<file path="config.mk">
export PLATFORM = sky130hd
export DESIGN_NAME = pc_fetch_unit
export DESIGN_NICKNAME = d
export VERILOG_FILES = /design/src/rtl/cpu_pkg.sv /design/src/rtl/ras_stack.sv /design/src/rtl/pc_fetch_unit.sv
export SDC_FILE = /design/constraint.sdc
export NUM_CORES = 1
export LEC_CHECK = 0
export BUFFER_PORTS_ARGS = -buffer_cell sky130_fd_sc_hd__buf_2
export CORE_ASPECT_RATIO = 1.1
export CORE_MARGIN = 2
export CORE_UTILIZATION = 53
export DETAILED_ROUTE_END_ITERATION = 7
export PLACE_DENSITY = 0.79
export SLEW_MARGIN = 40
export SYNTH_ARGS = -nofsm -noshare
export SYNTH_HDL_FRONTEND = slang
export SYNTH_SLANG_ARGS = --single-unit
</file>
<file path="constraint.sdc">
create_clock -name i_clk -period 5.1 [get_ports i_clk]
set_input_delay 1.53 -clock i_clk [delete_from_list [all_inputs] [get_ports i_clk]]
set_output_delay 1.53 -clock i_clk [all_outputs]
set_load 0.005 [all_outputs]
</file>
<file path="src/rtl/cpu_pkg.sv">
// Shared fetch-stage definitions: PC geometry, reset vector and FSM encoding.
package cpu_pkg;

    localparam int unsigned  PC_W     = 12;
    localparam logic [11:0]  START_PC = 12'h000;

    typedef logic [PC_W-1:0] pc_t;

    typedef enum logic {
        RUN  = 1'b0,
        HALT = 1'b1
    } fetch_state_t;

endpackage : cpu_pkg

</file>
<file path="src/rtl/ras_stack.sv">
// Circular return-address stack. A push when full overwrites the oldest entry.
// A pop when empty is ignored here and reported upstream via empty.
module ras_stack #(
    parameter int unsigned W     = 12,
    parameter int unsigned DEPTH = 4
) (
    input  logic         i_clk,
    input  logic         i_reset,
    input  logic         push,
    input  logic         pop,
    input  logic [W-1:0] din,
    output logic [W-1:0] top,
    output logic         empty,
    output logic         full
);

    localparam int unsigned PTR_W = (DEPTH > 1) ? $clog2(DEPTH) : 1;
    localparam int unsigned CNT_W = $clog2(DEPTH + 1);

    logic [W-1:0]     mem [DEPTH];
    logic [PTR_W-1:0] ptr_q;   // next slot to write; top of stack is ptr_q-1
    logic [CNT_W-1:0] cnt_q;

    assign empty = (cnt_q == '0);
    assign full  = (cnt_q == CNT_W'(DEPTH));
    assign top   = mem[ptr_q - PTR_W'(1)];

    // Pointer and occupancy; the pointer wraps naturally because DEPTH is a power of two.
    always_ff @(posedge i_clk) begin
        if (i_reset) begin
            ptr_q <= '0;
            cnt_q <= '0;
        end else if (push) begin
            ptr_q <= ptr_q + PTR_W'(1);
            if (!full) cnt_q <= cnt_q + CNT_W'(1);
        end else if (pop && !empty) begin
            ptr_q <= ptr_q - PTR_W'(1);
            cnt_q <= cnt_q - CNT_W'(1);
        end
    end

    // Entry storage; contents need no reset since occupancy gates their use.
    always_ff @(posedge i_clk) begin
        if (push) mem[ptr_q] <= din;
    end

endmodule : ras_stack

</file>
<file path="src/rtl/pc_fetch_unit.sv">
// Fetch-stage program counter with branch/call/return redirects, stall, halt
// and a return-address stack.
module pc_fetch_unit #(
    parameter int unsigned          PC_W      = cpu_pkg::PC_W,
    parameter logic [PC_W-1:0]      START_PC  = cpu_pkg::START_PC,
    parameter int unsigned          RAS_DEPTH = 4
) (
    input  logic            i_clk,
    input  logic            i_reset,
    input  logic            i_stop,
    input  logic            i_halt,
    input  logic            i_branch,
    input  logic [PC_W-1:0] i_target,
    input  logic            i_call,
    input  logic [PC_W-1:0] i_link,
    input  logic            i_ret,
    output logic [PC_W-1:0] o_pc,
    output logic            o_valid,
    output logic            o_halted,
    output logic            o_ras_err
);

    import cpu_pkg::*;

    fetch_state_t    state_q, state_d;
    logic [PC_W-1:0] pc_q, pc_d;
    logic            valid_q, valid_d;
    logic            err_q, err_d;
    logic            push, pop;
    logic [PC_W-1:0] ras_top;
    logic            ras_empty, ras_full;

    ras_stack #(
        .W     (PC_W),
        .DEPTH (RAS_DEPTH)
    ) u_ras (
        .i_clk   (i_clk),
        .i_reset (i_reset),
        .push    (push),
        .pop     (pop),
        .din     (i_link),
        .top     (ras_top),
        .empty   (ras_empty),
        .full    (ras_full)
    );

    // State, PC, valid and sticky error registers.
    always_ff @(posedge i_clk) begin
        if (i_reset) begin
            state_q <= RUN;
            pc_q    <= START_PC;
            valid_q <= 1'b0;
            err_q   <= 1'b0;
        end else begin
            state_q <= state_d;
            pc_q    <= pc_d;
            valid_q <= valid_d;
            err_q   <= err_d;
        end
    end

    // Next state: HALT is entered from an unstalled RUN and left only by reset.
    always_comb begin
        state_d = state_q;
        if (state_q == RUN && !i_stop && i_halt) state_d = HALT;
    end

    // Next PC, RAS control and error update. The first unstalled cycle after
    // reset only raises valid so memory can prime on START_PC.
    always_comb begin
        pc_d    = pc_q;
        valid_d = valid_q;
        err_d   = err_q;
        push    = 1'b0;
        pop     = 1'b0;
        if (state_q == RUN && !i_stop) begin
            if (i_halt) begin
                valid_d = 1'b0;
            end else if (!valid_q) begin
                valid_d = 1'b1;
            end else if (i_ret) begin
                if (ras_empty) begin
                    pc_d  = pc_q + PC_W'(1);
                    err_d = 1'b1;
                end else begin
                    pc_d = ras_top;
                    pop  = 1'b1;
                end
                if (i_call) err_d = 1'b1;
            end else if (i_call) begin
                pc_d = i_target;
                push = 1'b1;
                if (ras_full) err_d = 1'b1;
            end else if (i_branch) begin
                pc_d = i_target;
            end else begin
                pc_d = pc_q + PC_W'(1);
            end
        end
    end

    // Outputs straight from registered state.
    always_comb begin
        o_pc      = pc_q;
        o_valid   = valid_q;
        o_halted  = (state_q == HALT);
        o_ras_err = err_q;
    end

endmodule : pc_fetch_unit

</file>
* After elaboration in Yosys (flattened, before gate mapping)
Memories as Yosys holds them, arrays and structs flattened.
Cells that the tools add are included.
** Storage, ports and cells
- Memory bits (read-only) :: 0
- Memories :: 1
- Bits in registers :: 20
- Bits in latches :: 0
- Bits in writable memories :: 48
** Memories
- u_ras.mem :: depth 4, bits a word 12, read ports 1, clocked after Yosys merged registers in 0, write ports 1, RTL line ras_stack.sv:20 : logic [W-1:0] mem [DEPTH];
** Operators by class
- Eq/ne operators :: 2
- Add/subtract/negate cells :: 5
- Div/mod/pow operators :: 0
- $lt $le $gt $ge :: 0
- Reductions and logical operators :: 13
- Multipliers :: 0
- Bitwise logic cells :: 2
- Shift-type cells :: 0
- Muxes and demuxes :: 27
** Operator list (count)
- two-way mux 12 bit :: 4
- two-way mux 1 bit :: 18
- adder 12 x 1 -> 12 bit (second input constant) :: 1
- two-way mux 3 bit :: 3
- nonzero test 2 bit :: 4
- AND reduction 6 bit :: 1
- two-way mux 2 bit :: 2
- adder 3 x 1 -> 3 bit (second input constant) :: 1
- == test 3 bit (second input constant) :: 1
- logical AND 1 bit :: 3
- logical NOT 3 bit :: 1
- AND reduction 3 bit :: 1
- subtractor 3 x 1 -> 3 bit (second input constant) :: 1
- adder 2 x 1 -> 2 bit (second input constant) :: 1
- logical NOT 1 bit :: 2
- inequality test 2 bit (second input constant) :: 1
- NOT 1 bit :: 2
- AND reduction 2 bit :: 1
- subtractor 2 x 1 -> 2 bit (second input constant) :: 1

* Longest topological paths before layout
- Word-level depth :: 9
- Mapped depth :: 10
- Gate-level depth less buffers :: 8

* Cells and area by module
A second synthesis with hierarchy kept.
** Unflattened totals
- Cell total of the unflattened synthesis :: 260
- Area, all modules :: 3219.3 µm²
** Modules (own cells, without submodules)
- ras_stack :: cells an instance 110, sequential area each 1541.5 µm², times used 1, area each 2117.0 µm²
- pc_fetch_unit :: cells an instance 150, sequential area each 300.3 µm², times used 1, area each 1102.3 µm²

* Worst setup path after synthesis
No wires, ideal clock.
- Kind :: input to register
- Start point :: input i_halt
- End point :: register u_ras.cnt_q[2]
- Arrival time :: 3.070 ns
- Setup time :: 0.128 ns
- Setup slack :: 1.902 ns
- Data required time :: 4.972 ns
- Path buffers :: 1
- Stages :: 9
- Path through :: nor4b_4 > and3_1 > clkbuf_1 > xnor2_1 > ha_1 > a311o_1 > a21oi_1 > xnor2_1 > nor2_1
** On the way
- Cells in the longest elaborated chain, start to end :: 5
** Ends and longest elaborated chain
- start: declaration :: RTL line pc_fetch_unit.sv:11 : input logic i_halt,
- two-way mux 1 bit :: RTL line pc_fetch_unit.sv:77 : if (i_halt) begin
- two-way mux 1 bit :: RTL line pc_fetch_unit.sv:76 : if (state_q == RUN && !i_stop) begin
- logical AND 1 bit :: RTL line ras_stack.sv:36 : end else if (pop && !empty) begin
- nonzero test 2 bit (no source line)
- AND reduction 2 bit (no source line)
- end signal: assignment :: RTL line ras_stack.sv:35 : if (!full) cnt_q <= cnt_q + CNT_W'(1);
- end signal: assignment :: RTL line ras_stack.sv:38 : cnt_q <= cnt_q - CNT_W'(1);
- end: declaration :: RTL line ras_stack.sv:22 : logic [CNT_W-1:0] cnt_q;
Several ways; a longest one is shown, not always the timed one.
A chain may end at the register's enable or synchronous reset.

* Worst setup path in the final report
Same ends and word-level chain as after synthesis.

==> qor.json <==
{
  "drt": {
    "top_signal_layer_used": "met4",
    "drc_errors": 0,
    "routed-wl-met3_um": 381,
    "post_drt_wl_per_cell_um": 17.16,
    "routed_wirelength_um": 6059,
    "route.detailed.vias_per_inst": 5.983,
    "routed-via-count": 2112,
    "m1WireLength_um": 2605,
    "detail-route-antenna-nets": 0,
    "dr.pass1.iters": 5,
    "detailedRoute.firstIterationViolations": 122,
    "detailroute.wirelength.met2_um": 2927
  },
  "global_route": {
    "grt_first_pass_wirelength_um": 9722,
    "first_global_vias": 2016,
    "grt_antenna_before_repair": 0,
    "gr-total-overflow": 0,
    "maximum_number_of_pins_on_one_net_before_global_route_repair": 23,
    "gr-usage-all-layers_pct": 19.71
  },
  "die": {
    "initial_utilization_pct": 54.69,
    "num_io_pins": 46,
    "floorplan.rows": 29,
    "die_h_um": 84.67,
    "core_region_area_um2": 5733,
    "die-width_um": 77.34,
    "design.die.area_um2": 6548
  },
  "synthesis": {
    "synthDominantCellAreaShare_pct": 45.97,
    "synth_largest_area_cell": "edfxtp_1",
    "seq_area_frac_synth_pct": 58.74,
    "post_synthesis_mean_instance_area_um2": 13.75,
    "number_of_enable_type_register_cells_in_the_synthesized_netlist": 48,
    "syn-cell-area_um2": 3136,
    "synthesis.nets": 265,
    "synth_seq_cells": 68,
    "synth-async-reset-ratio_pct": 0,
    "synthTopCellsByCount": "48 x edfxtp_1, 20 x dfxtp_1, 16 x nor2_1",
    "synthCells": 228,
    "synth.yosys.warnings": 0,
    "synth_area_leaders": "edfxtp_1 46%, dfxtp_1 13%, mux4_1 6.7%, mux4_2 2.9%, ha_1 2.4%",
    "ys_dominant_reg_cell": "edfxtp_1",
    "synth.lib_cells_used.distinct": 49,
    "synth.most_common_cell": "edfxtp_1"
  },
  "pwr": {
    "total_power_uw": 1103,
    "power_density_nw_per_um2": 311.6,
    "p_leak_uw": 0.001270,
    "vdd_drop_max_v": 0.0003652
  },
  "worst_hold_path": {
    "hold_path.class": "reg2reg",
    "hold_sp": "o_ras_err"
  },
  "clock_tree": {
    "cts_post_setup_buffers_inserted": 0,
    "postCtsResizedCells": 0,
    "cts_tree": "yes",
    "cts_buffers": 9,
    "worst_skew_pair.late_latency_ps": 340,
    "clock_tree.root_cell": "clkbuf_8",
    "clk_transition_reported_paths_ps": 80,
    "clk_path_buf_depth": 2,
    "clkSinkCount": 68,
    "cts_hold_buffers": 0,
    "cts-htree-levels": 3
  },
  "run_status": {
    "status": "completed"
  },
  "worst_setup_path": {
    "setup.reg_to_reg.worst_slack_ps": 2590,
    "startpoint_class_of_the_critical_path": "input pin",
    "crit_fanout": 22,
    "startpoint": "i_halt",
    "cell_chain_critical_path": "buf_2 -> nor4b_4 -> buf_4 -> and3_1 -> xnor2_1 -> ha_1 -> a311o_1 -> a21oi_1 -> xnor2_1 -> nor2_1",
    "critical_path_arrival_ps": 3430,
    "cp.required_ps": 5330,
    "cpMaxStageDelayCell": "a311o_1",
    "critPathCaptureType": "flip-flop",
    "cpPeakStageDelay_ps": 320,
    "timing.critical_path.buf_inv": 2,
    "cpMostUsedCell": "xnor2_1",
    "worstReg2RegStart": "u_ras.ptr_q[0]",
    "worstSetupPathType": "in2reg",
    "family_with_the_most_delay_on_the_worst_path": "simple AND/OR/NAND/NOR gates"
  },
  "timing": {
    "setup-tns-final_ps": 0,
    "max-slew-margin-rel_pct": 57.88,
    "grt_setup_unrepaired": "no",
    "layout_skew_ps": 8.312,
    "timing.final.setup_violations": 0,
    "period_minus_slack_ps": 3201,
    "final_max_slew_viol_count": 0,
    "min_period_over_period_pct": 62.76,
    "max_clock_freq_mhz": 312.4,
    "worst_pin_slew_ps": 631.8,
    "report.final.hold_viol_count": 0
  },
  "place": {
    "place_congestion": 0.9409,
    "dpl.hpwl_um": 3995,
    "port_buffers": 45
  },
  "final_layout": {
    "ratio_of_cells_with_drive_above_1_in_the_final_layout_pct": 26.81,
    "finish.net_count": 308,
    "area.growth.synth_to_final_pct": 12.89,
    "antenna-diode-count": 0
  },
  "flow_run": {
    "max_cap_viol_count": 0
  }
}
[per-stage QoR]
| stage | cell area (µm²) | instances | hold WS, ps | utilization [%] | setup slack, ps |
|---|---|---|---|---|---|
| 2_1_floorplan | 3136 | 228 | 460.4 | - | 1902 |
| 3_3_place_gp | 3339 | 337 | 449.0 | 58.25 | 1620 |
| 3_5_place_dp | 3339 | 337 | 464.8 | 58.25 | 1579 |
| 4_1_cts | 3538 | 353 | 482.6 | 61.72 | 1934 |
| 5_1_grt | 3540 | 353 | 516.8 | 61.74 | 1796 |
| 6_report | 3540 | 353 | 473.2 | 61.74 | 1899 |
[path summary, 6_finish.rpt]
kind                            cells after the start        endpoint
worst min-delay path                                2       o_ras_err
worst min register to register                      2       o_ras_err
worst max register to register                      7         o_pc[8]
worst max-delay path                               10  u_ras.cnt_q[2]
[layout by cell type, fill, tap and decap left out, types with 8 or more instances in the layout]
master     n
nor2_1    16
o21ai_0   14
buf_2     45
dfxtp_1   19
mux4_1     8
clkbuf_8   9
a21oi_1   13
nand2_1    9
edfxtp_1  48
[cell families after synthesis]
kind of cell,synth area share [%]
adders and majority gates,2.394
xor gates and xnor gates,1.676
DFF,58.74
muxes,10.22
and+or+nand+nor,8.899
buffers and inverters,4.709
AOI/OAI and AO/OA,13.37
[sequential cells by signal, indices dropped and copies added, names as in the netlist]
signal and cells:
u_ras.mem 48, o_pc 12, o_halted 1, u_ras.ptr_q 2
u_ras.cnt_q 3, o_ras_err 1, o_valid 1
[area by class of cell]
class	count	area [µm²]
well taps	77	96.34
inverters	6	22.52
clock inverters	7	75.07
multi-input cells	140	1146
clock buffers	9	123.9
repair buffers	46	232.7
fillers	471	2193
flip-flops and latches	68	1843
[report_power, final]
group / switching (µW) / internal, µW / leakage [µW]
Sequential: 5.53 / 594 / 0.000594
Combinational: 33.3 / 26.2 / 0.000584
Clock: 217 / 228 / 0.0000923
Total: 255 / 848 / 0.00127
[layer usage]
layer / GRT usage (%) / vias to the layer above
li1: - / 987
met1: 26.24 / 1021
met2: 29.88 / 90
met3: 6.022 / 14
met4: 9.091 / 0
met5: 0 / -
[worst min-delay path: cells and delay by family (launching register included)]
| family | cells | cell delay [ps] |
|---|---|---|
| AO/OA/AOI/OAI | 1 | 40 |
| flip-flops | 1 | 330 |
| AND/OR/NAND/NOR | 1 | 70 |
Note: power is estimated with default switching activity, not from simulation.
